==> src/rtl/lq_mem_responder_pkg.sv <==
// Shared definitions for the load-queue memory responder: bus command
// encodings, memory tag width, and the tag-table entry layout.
package lq_mem_responder_pkg;

  // Memory tags are 4 bits; tag 0 means "no tag", so 15 tags are usable.
  localparam int MEM_TAG_W = 4;
  localparam int NUM_TAGS  = (1 << MEM_TAG_W) - 1;

  // Width of the stored load-queue index. It is fixed here so that the
  // entry type can live in the package; it covers queues up to 256 entries.
  localparam int LQ_IDX_MAX_W = 8;

  typedef enum logic [1:0] {
    BUS_NONE = 2'd0,
    BUS_LOAD = 2'd1
  } bus_cmd_e;

  typedef enum logic {
    S_IDLE  = 1'b0,
    S_ISSUE = 1'b1
  } lq_mem_state_e;

  // valid: tag is owned by an in-flight load.
  // live : the load was not squashed and still wants its data.
  typedef struct packed {
    logic                    valid;
    logic                    live;
    logic [LQ_IDX_MAX_W-1:0] lq_idx;
  } lq_mem_tag_entry_t;

  // Request waiting to be issued (or retried) on the memory bus.
  typedef struct packed {
    logic [63:0]             addr;
    logic [LQ_IDX_MAX_W-1:0] lq_idx;
  } lq_mem_pending_t;

endpackage

==> src/rtl/lq_mem_tag_table.sv <==
// Tag table for in-flight loads, indexed by memory tag 1..15.
// Ports:
//   clock, reset      clock and asynchronous active-low reset
//   wr_en/wr_tag/     issue-side write: record an accepted load
//   wr_entry
//   rd_tag            return-side tag (0 = no return this cycle)
//   rd_entry          current contents for rd_tag; cleared at the edge if valid
//   clear_live        squash: drop the live flag of every entry
//   outstanding       number of valid entries
module lq_mem_tag_table
  import lq_mem_responder_pkg::*;
#(
  parameter int CNT_W = 3
) (
  input  logic                 clock,
  input  logic                 reset,
  input  logic                 wr_en,
  input  logic [MEM_TAG_W-1:0] wr_tag,
  input  lq_mem_tag_entry_t    wr_entry,
  input  logic [MEM_TAG_W-1:0] rd_tag,
  output lq_mem_tag_entry_t    rd_entry,
  input  logic                 clear_live,
  output logic [CNT_W-1:0]     outstanding
);

  lq_mem_tag_entry_t tbl_q [1:NUM_TAGS];
  lq_mem_tag_entry_t tbl_d [1:NUM_TAGS];
  logic [CNT_W-1:0]  cnt_q, cnt_d;
  logic              rd_hit;

  always_comb begin
    rd_entry = '0;
    if (rd_tag != '0) rd_entry = tbl_q[rd_tag];
  end

  assign rd_hit      = rd_entry.valid;
  assign outstanding = cnt_q;

  // Order matters: squash, then return-clear, then issue-write, so a tag
  // that retires and is reassigned in the same cycle ends up with the new owner.
  always_comb begin
    tbl_d = tbl_q;
    if (clear_live) begin
      for (int t = 1; t <= NUM_TAGS; t++) tbl_d[t].live = 1'b0;
    end
    if (rd_hit) tbl_d[rd_tag] = '0;
    if (wr_en) tbl_d[wr_tag] = wr_entry;
    // A return for an unowned tag never decrements, so no underflow.
    cnt_d = cnt_q + CNT_W'(wr_en) - CNT_W'(rd_hit);
  end

  // NOTE: the table is held in flops, not RAM, so every entry is cleared by
  // the asynchronous reset; in-flight loads must be forgotten immediately.
  always_ff @(posedge clock or negedge reset) begin
    if (!reset) begin
      for (int t = 1; t <= NUM_TAGS; t++) tbl_q[t] <= '0;
      cnt_q <= '0;
    end else begin
      tbl_q <= tbl_d;
      cnt_q <= cnt_d;
    end
  end

endmodule

==> src/rtl/lq_mem_responder.sv <==
// Memory-side responder for the load queue. Accepts one load request per
// cycle, issues it on the processor-memory bus (retrying on rejection),
// tracks in-flight loads by memory tag and returns each load's data as a
// one-cycle one-hot pulse to the requesting load-queue entry.
// Ports:
//   clock, reset                         clock, asynchronous active-low reset
//   req_valid/req_addr/req_lq_idx        load request from the arbiter
//   req_ready                            request accepted when valid && ready
//   lq_clean                             squash pending and in-flight loads
//   proc2mem_command/proc2mem_addr       bus command (BUS_NONE/BUS_LOAD)
//   mem2proc_response                    accept tag (0 = rejected)
//   mem2proc_data/mem2proc_tag           data return (tag 0 = none)
//   lq_mem_data_out/lq_mem_data_valid    registered data and one-hot pulse
//   outstanding                          in-flight load count
//   err_unknown_tag                      sticky: return for an unowned tag
module lq_mem_responder
  import lq_mem_responder_pkg::*;
#(
  parameter  int LQ_SIZE  = 8,
  parameter  int MAX_OUT  = 4,
  localparam int LQ_IDX_W = $clog2(LQ_SIZE),
  localparam int CNT_W    = $clog2(MAX_OUT + 1)
) (
  input  logic                 clock,
  input  logic                 reset,
  input  logic                 req_valid,
  input  logic [63:0]          req_addr,
  input  logic [LQ_IDX_W-1:0]  req_lq_idx,
  output logic                 req_ready,
  input  logic                 lq_clean,
  output logic [1:0]           proc2mem_command,
  output logic [63:0]          proc2mem_addr,
  input  logic [MEM_TAG_W-1:0] mem2proc_response,
  input  logic [63:0]          mem2proc_data,
  input  logic [MEM_TAG_W-1:0] mem2proc_tag,
  output logic [63:0]          lq_mem_data_out,
  output logic [LQ_SIZE-1:0]   lq_mem_data_valid,
  output logic [CNT_W-1:0]     outstanding,
  output logic                 err_unknown_tag
);

  lq_mem_state_e      state_q, state_d;
  lq_mem_pending_t    pend_q, pend_d;
  logic [63:0]        data_out_q, data_out_d;
  logic [LQ_SIZE-1:0] data_valid_q, data_valid_d;
  logic               err_q, err_d;

  logic               tt_wr_en;
  lq_mem_tag_entry_t  tt_wr_entry;
  lq_mem_tag_entry_t  tt_rd_entry;
  logic               room_idle;
  logic               room_after_issue;

  lq_mem_tag_table #(
    .CNT_W (CNT_W)
  ) u_tag_table (
    .clock       (clock),
    .reset       (reset),
    .wr_en       (tt_wr_en),
    .wr_tag      (mem2proc_response),
    .wr_entry    (tt_wr_entry),
    .rd_tag      (mem2proc_tag),
    .rd_entry    (tt_rd_entry),
    .clear_live  (lq_clean),
    .outstanding (outstanding)
  );

  assign room_idle        = (int'(outstanding) < MAX_OUT);
  // Back-to-back acceptance only if the load being issued now still leaves room.
  assign room_after_issue = (int'(outstanding) + 1 < MAX_OUT);

  // NOTE: every combinational output gets a default before the case so no
  // path leaves a signal unassigned and no latch is inferred.
  always_comb begin
    state_d          = state_q;
    pend_d           = pend_q;
    req_ready        = 1'b0;
    proc2mem_command = BUS_NONE;
    proc2mem_addr    = '0;
    tt_wr_en         = 1'b0;
    tt_wr_entry      = '0;

    unique case (state_q)
      S_IDLE: begin
        req_ready = room_idle && !lq_clean;
      end
      S_ISSUE: begin
        proc2mem_command = BUS_LOAD;
        proc2mem_addr    = pend_q.addr;
        // A zero response leaves everything as is: retry next cycle.
        if (mem2proc_response != '0) begin
          tt_wr_en    = 1'b1;
          tt_wr_entry = '{valid: 1'b1, live: !lq_clean, lq_idx: pend_q.lq_idx};
          req_ready   = room_after_issue && !lq_clean;
          state_d     = S_IDLE;
        end
      end
      default: ;
    endcase

    if (req_valid && req_ready) begin
      pend_d  = '{addr: req_addr, lq_idx: LQ_IDX_MAX_W'(req_lq_idx)};
      state_d = S_ISSUE;
    end

    if (lq_clean) begin
      state_d = S_IDLE;
      pend_d  = '0;
    end
  end

  // Return path: data and pulse are registered, so they appear the cycle
  // after the tag is presented.
  always_comb begin
    data_out_d   = data_out_q;
    data_valid_d = '0;
    err_d        = err_q;
    if (mem2proc_tag != '0) begin
      if (tt_rd_entry.valid) begin
        if (tt_rd_entry.live) begin
          data_out_d   = mem2proc_data;
          data_valid_d = LQ_SIZE'(1) << tt_rd_entry.lq_idx;
        end
      end else begin
        err_d = 1'b1;
      end
    end
  end

  // NOTE: state is updated only with non-blocking assignments so all flops
  // sample the values computed in the same cycle.
  always_ff @(posedge clock or negedge reset) begin
    if (!reset) begin
      state_q      <= S_IDLE;
      pend_q       <= '0;
      data_out_q   <= '0;
      data_valid_q <= '0;
      err_q        <= 1'b0;
    end else begin
      state_q      <= state_d;
      pend_q       <= pend_d;
      data_out_q   <= data_out_d;
      data_valid_q <= data_valid_d;
      err_q        <= err_d;
    end
  end

  assign lq_mem_data_out   = data_out_q;
  assign lq_mem_data_valid = data_valid_q;
  assign err_unknown_tag   = err_q;

endmodule

==> config.mk <==
export PLATFORM = sky130hd
export DESIGN_NAME = lq_mem_responder
export DESIGN_NICKNAME = d
export VERILOG_FILES = /design/src/rtl/lq_mem_responder_pkg.sv /design/src/rtl/lq_mem_tag_table.sv /design/src/rtl/lq_mem_responder.sv
export SDC_FILE = /design/constraint.sdc
export NUM_CORES = 1
export LEC_CHECK = 0
export BUFFER_PORTS_ARGS = -buffer_cell sky130_fd_sc_hd__buf_2
export CAP_MARGIN = 30
export CORE_UTILIZATION = 49
export CTS_CLUSTER_SIZE = 14
export DETAILED_ROUTE_END_ITERATION = 8
export PLACE_DENSITY = 0.79
export SKIP_CTS_REPAIR_TIMING = 1
export SKIP_LAST_GASP = 1
export SYNTH_ARGS = -nofsm -noshare
export SYNTH_HDL_FRONTEND = slang
export SYNTH_SLANG_ARGS = --single-unit
==> constraint.sdc <==
create_clock -name clock -period 2.5 [get_ports clock]
set_input_delay 0.25 -clock clock [delete_from_list [all_inputs] [get_ports clock]]
set_output_delay 0.25 -clock clock [all_outputs]
set_load 0.005 [all_outputs]
[After elaboration in Yosys (flattened, before gate mapping)]
Cells that the tools add are included.
Word-level totals
  logic and storage cells: 122
  register bits after elaboration: 299
Cells by class
  bitwise logic cells: 6
  reductions and logical operators: 11
  magnitude comparators: 6
  multiplexer cells: 43
  add/subtract/negate cells: 3
  shift-type cells: 1
Operators by type and width (count)
  $mux W150: 2
  $and A150 B150 Y150: 1
  $bwmux W150: 1
  $not A150 Y150: 1
  $mux W72: 2
  $demux W10 S4: 2
  $mux W10: 7
  $mux W64: 1
  $bmux W10 S4: 1
  $mux W8: 3
  $mux W1: 23
  $ge A5 B5 Y1 const B: 2
  $lt A5 B1 Y1 const B: 2
  $not A4 Y5: 2
  $reduce_bool A4 Y1: 2
  $shl A1 B8 Y8 const A: 1
  $logic_and A1 B1 Y1: 5
  $add A3 B1 Y4 const B: 1
  $lt A4 B3 Y1 const B: 1
  $add A3 B1 Y3: 1
  $lt A3 B3 Y1 const B: 1
  $reduce_and A3 Y1: 1
  $sub A3 B1 Y3: 1
  $not A1 Y1: 2
  other kinds (4): 4

[Depth between registers and ports, before layout]
  depth after elaboration: 10
  gate-level depth with buffers: 11

[Modules after synthesis]
A second synthesis with hierarchy kept.
Second synthesis, totals
  cell total of the unflattened synthesis: 959
  area, all modules: 13379.1 um^2
By module, submodules not included
  lq_mem_tag_table: area an instance 7085.5 um^2, cells each 492, sequential area each 3828.7 um^2, instances 1
  lq_mem_responder: area an instance 6293.5 um^2, cells each 467, sequential area each 3528.4 um^2, instances 1

[Worst setup path before layout]
Ideal clock, no wire load.
  path kind: reg2reg
  from: register u_tag_table.tbl_q[129] (netlist bit)
  to: register u_tag_table.cnt_q[2], in the netlist u_tag_table.outstanding[2]
  stages on the path, launching flop included: 10
  setup slack: -0.043 ns
  arrival: 2.421 ns
  data required time: 2.377 ns
  path through: dfrtp_1 > mux2_2 > a221o_1 > and3_1 > or2_2 > ha_1 > inv_1 > ha_1 > fa_1 > xnor2_1
Between the ends
  cells in the longest elaborated chain, start to end: 5
Ends and longest elaborated chain
  from (decl): RTL line lq_mem_tag_table.sv:26  | lq_mem_tag_entry_t tbl_q [1:NUM_TAGS];
  from (signal assigned): RTL line lq_mem_tag_table.sv:59  | tbl_q <= tbl_d;
  $bmux W10 S4: RTL line lq_mem_tag_table.sv:33  | if (rd_tag != '0) rd_entry = tbl_q[rd_tag];
  $mux W10 (not written as such) (2 in a row): RTL line lq_mem_tag_table.sv:33
  $mux W10: RTL line lq_mem_tag_table.sv:33
  $sub A3 B1 Y3: RTL line lq_mem_tag_table.sv:49  | cnt_d = cnt_q + CNT_W'(wr_en) - CNT_W'(rd_hit);
  via u_tag_table.cnt_d[2]: RTL line lq_mem_tag_table.sv:28  | logic [CNT_W-1:0] cnt_q, cnt_d;
  to (signal assigned): RTL line lq_mem_tag_table.sv:60  | cnt_q <= cnt_d;
  to (decl): RTL line lq_mem_tag_table.sv:28
The timed path passes the listed nets, and every way through them passes these cells. The select of a mux whose other input is x is not followed.
A chain may end at the register's enable or synchronous reset.

[Worst setup path in the final report]
Same ends and word-level chain as after synthesis.

==> flow_summary.ini <==
[detailed_routing]
ant_nets = 0
vias = 9974
wl_met3_um = 2850
wl_um = 37200
avgRoutedWirePerCell_um = 20.6
routed.top_layer = met4
via_per_inst = 5.53
dr_wl_met2_um = 18800
drt_drc_violations_left = 0
wl_met1_um = 14100
drt_iter0_markers = 974
dr.pass1.iters = 6

[grt]
first_global_vias = 9172
grt_pass1_wl_um = 48800
antenna_found_initial = 1
grt_max_degree = 89
track_usage_pct = 23.3
grt_overflow = 0

[synth]
synth_top_family_by_area = simple AND/OR/NAND/NOR gates
async_flop_share_pct = 100
synth_flop_cell = dfrtp_1
yosys.area_share.adder_pct = 0.451
synth_edf_count = 0
synth_compound_area_share_pct = 6.24
synthMuxAreaShare_pct = 16.2
synth_seq_cells = 294
yosysWarnings = 0
synthXorXnorAreaFrac_pct = 0.0686
syn_area_um2 = 12800
synthDistinctLibCells = 57
synthCells = 1008
synthesis.nets = 1155
synth-seq-area-share_pct = 57.6
synthSimpleGateAreaFrac_pct = 16.4
synth.avg_cell_area_um2 = 12.7

[clock_network]
clk_pin_slew_worst_paths_ns = 0.07
cts_tree = done
cts.sinks = 294
clk_latency_ns = 0.55
cts_inserted_buffers = 30
cts_root_buffer = clkbuf_16
htreeDepth = 1
cts_max_path_buffers = 3

[cells_and_area]
fin_nets = 1598
syn2layout_area_growth_pct = 34.7
utilization_pct = 67.7
final_cell_mix = dfrtp_1, buf_2, dlygate4sd3_1
final_common_cell = dfrtp_1
n_fill_cell = 1686
final_layout_size_suffix_gt1_share_pct = 36.4

[hold_path]
hp-class = primary input to flip-flop
min_delay_path_depth = 3

[outcome]
violations = negative setup slack
outcome = finished with violations

[die]
die_w_um = 163
core_um2 = 25400
die_h_um = 163
initial_core_util_pct = 50.3
ios = 286
die_area_um2 = 26700
rows = 58

[pwr]
design_power_total_uw = 13900
p_per_area_nw_per_um2 = 806
leakage_uw = 0.00875
peakVddDrop_mv = 0.724

[timing]
fin_setup_tns_ns = -0.00406
finClkSkew_ns = 0.0132
fmax_mhz = 399
slew_headroom_pct = 50.8
period_needed_ns = 2.50
worst_pin_slew_ns = 0.736
setup_ws_ns = -0.00406
min_period_over_period_pct = 100
setup_viol_count_final = 1
drv_slew = 0
hold_viol_final = 0

[placed_design]
io_buffers = 284
dp_hpwl_um = 22100
finalWeightedCongestion = 0.862

[critical_path]
crit_fanout = 2
cp.arrival_ns = 2.96
crit_type = flip-flop to flip-flop
critPathLaunchType = flip-flop
rr_worst_depth = 9
crit_path_end_kind = flip-flop
cp.required_ns = 2.96

[run]
cap_viol_max_count = 0
## cells in the mapped netlist (all sizes together), types with 3 or more instances
cell type / number / area, um^2
or3: 4 / 25.0
mux4: 21 / 492
clkbuf: 33 / 124
nor2: 32 / 120
nor3b: 3 / 22.5
a22o: 29 / 254
o31ai: 3 / 27.5
dfrtp: 294 / 7360
o21ai: 23 / 126
nand2b: 6 / 37.5
nor4: 9 / 62.6
a21oi: 18 / 90.1
a221oi: 5 / 43.8
nand2: 38 / 143
nor2b: 79 / 494
a21o: 10 / 75.1
nor3: 9 / 45.0
buf: 28 / 226
ha: 3 / 37.5
inv: 10 / 37.5
mux2i: 3 / 30.0
and2: 112 / 701
a211oi: 3 / 22.5
nand3: 30 / 150
a22oi: 4 / 30.0
or2: 7 / 43.8
and3: 31 / 194
or3b: 3 / 26.3
mux2: 137 / 1540
## stage by stage
step | cells | hold slack [ns] | instance area (um^2) | setup slack, ns
3_5_place_dp | 1617 | 0.314 | 14800 | -0.171
6_report | 1805 | 0.147 | 17200 | -0.00406
3_3_place_gp | 1617 | 0.313 | 14800 | -0.137
4_1_cts | 1672 | -0.268 | 15900 | -0.0989
2_1_floorplan | 1008 | -0.0456 | 12800 | 0.00403
5_1_grt | 1805 | 0.142 | 17200 | -0.0683
## final cells by class
cell class,count,area (um^2),area share (%)
multi-input cells,643,5060,29.4
clock buffers,43,881,5.12
repair buffers,472,3250,18.9
inverters,10,37.5,0.218
well taps,330,413,2.40
clock inverters,12,196,1.14
flip-flops and latches,294,7360,42.8
diodes,1,2.50,0.0146
## layer usage
| layer | track usage (%) | vias up |
|---|---|---|
| li1 | - | 4397 |
| met1 | 31.1 | 4966 |
| met2 | 37.7 | 486 |
| met3 | 4.82 | 125 |
| met4 | 8.50 | 0 |
| met5 | 0 | - |
## path summary, 6_finish.rpt
path,start,end,slack (ns)
worst min register to register,err_unknown_tag$_DFFE_PN0P_,err_unknown_tag$_DFFE_PN0P_,0.47
worst min-delay path,mem2proc_response[2],state_q$_DFF_PN0_,0.15
worst max register to register,u_tag_table.tbl_q[129]$_DFF_PN0_,u_tag_table.outstanding[2]$_DFF_PN0_,-0.004
worst max-delay path,u_tag_table.tbl_q[129]$_DFF_PN0_,u_tag_table.outstanding[2]$_DFF_PN0_,-0.004
min in group asynchronous,reset,u_tag_table.tbl_q[65]$_DFF_PN0_,0.31
max in group asynchronous,reset,pend_q[2]$_DFFE_PN0P_,1.39
## power breakdown
part | internal [uW] | total [uW] | switching (uW)
Clock | 2960 | 4850 | 1890
Combinational | 1540 | 2850 | 1310
Sequential | 5600 | 6170 | 570
Total | 10100 | 13900 | 3770
## registers in the layout, summed over array words and instances (netlist names)
name                     flops
u_tag_table.tbl_q          150
pend_q                      67
lq_mem_data_out             64
lq_mem_data_valid            8
u_tag_table.outstanding      3
err_unknown_tag              1
state_q                      1
## logic make-up (layout without fill, tap and decap cells)
family | after synthesis | in the layout
mux | 161 | 161
compound gates | 109 | 109
buf+inv | 71 | 537
xor+xnor | 1 | 1
simple gates | 367 | 367
flops | 294 | 294
fa+ha+maj | 4 | 4
other cells | 1 | 2
## critical path, stage by stage (launching register included)
cell and delay (ns):
dfrtp_1 0.38, mux2_2 0.27, a221o_1 0.32, and3_4 0.18, or2_4 0.24, ha_4 0.26, inv_1 0.03, ha_2 0.16
fa_2 0.34, xnor2_1 0.21
Note: power is estimated with default switching activity, not from simulation.
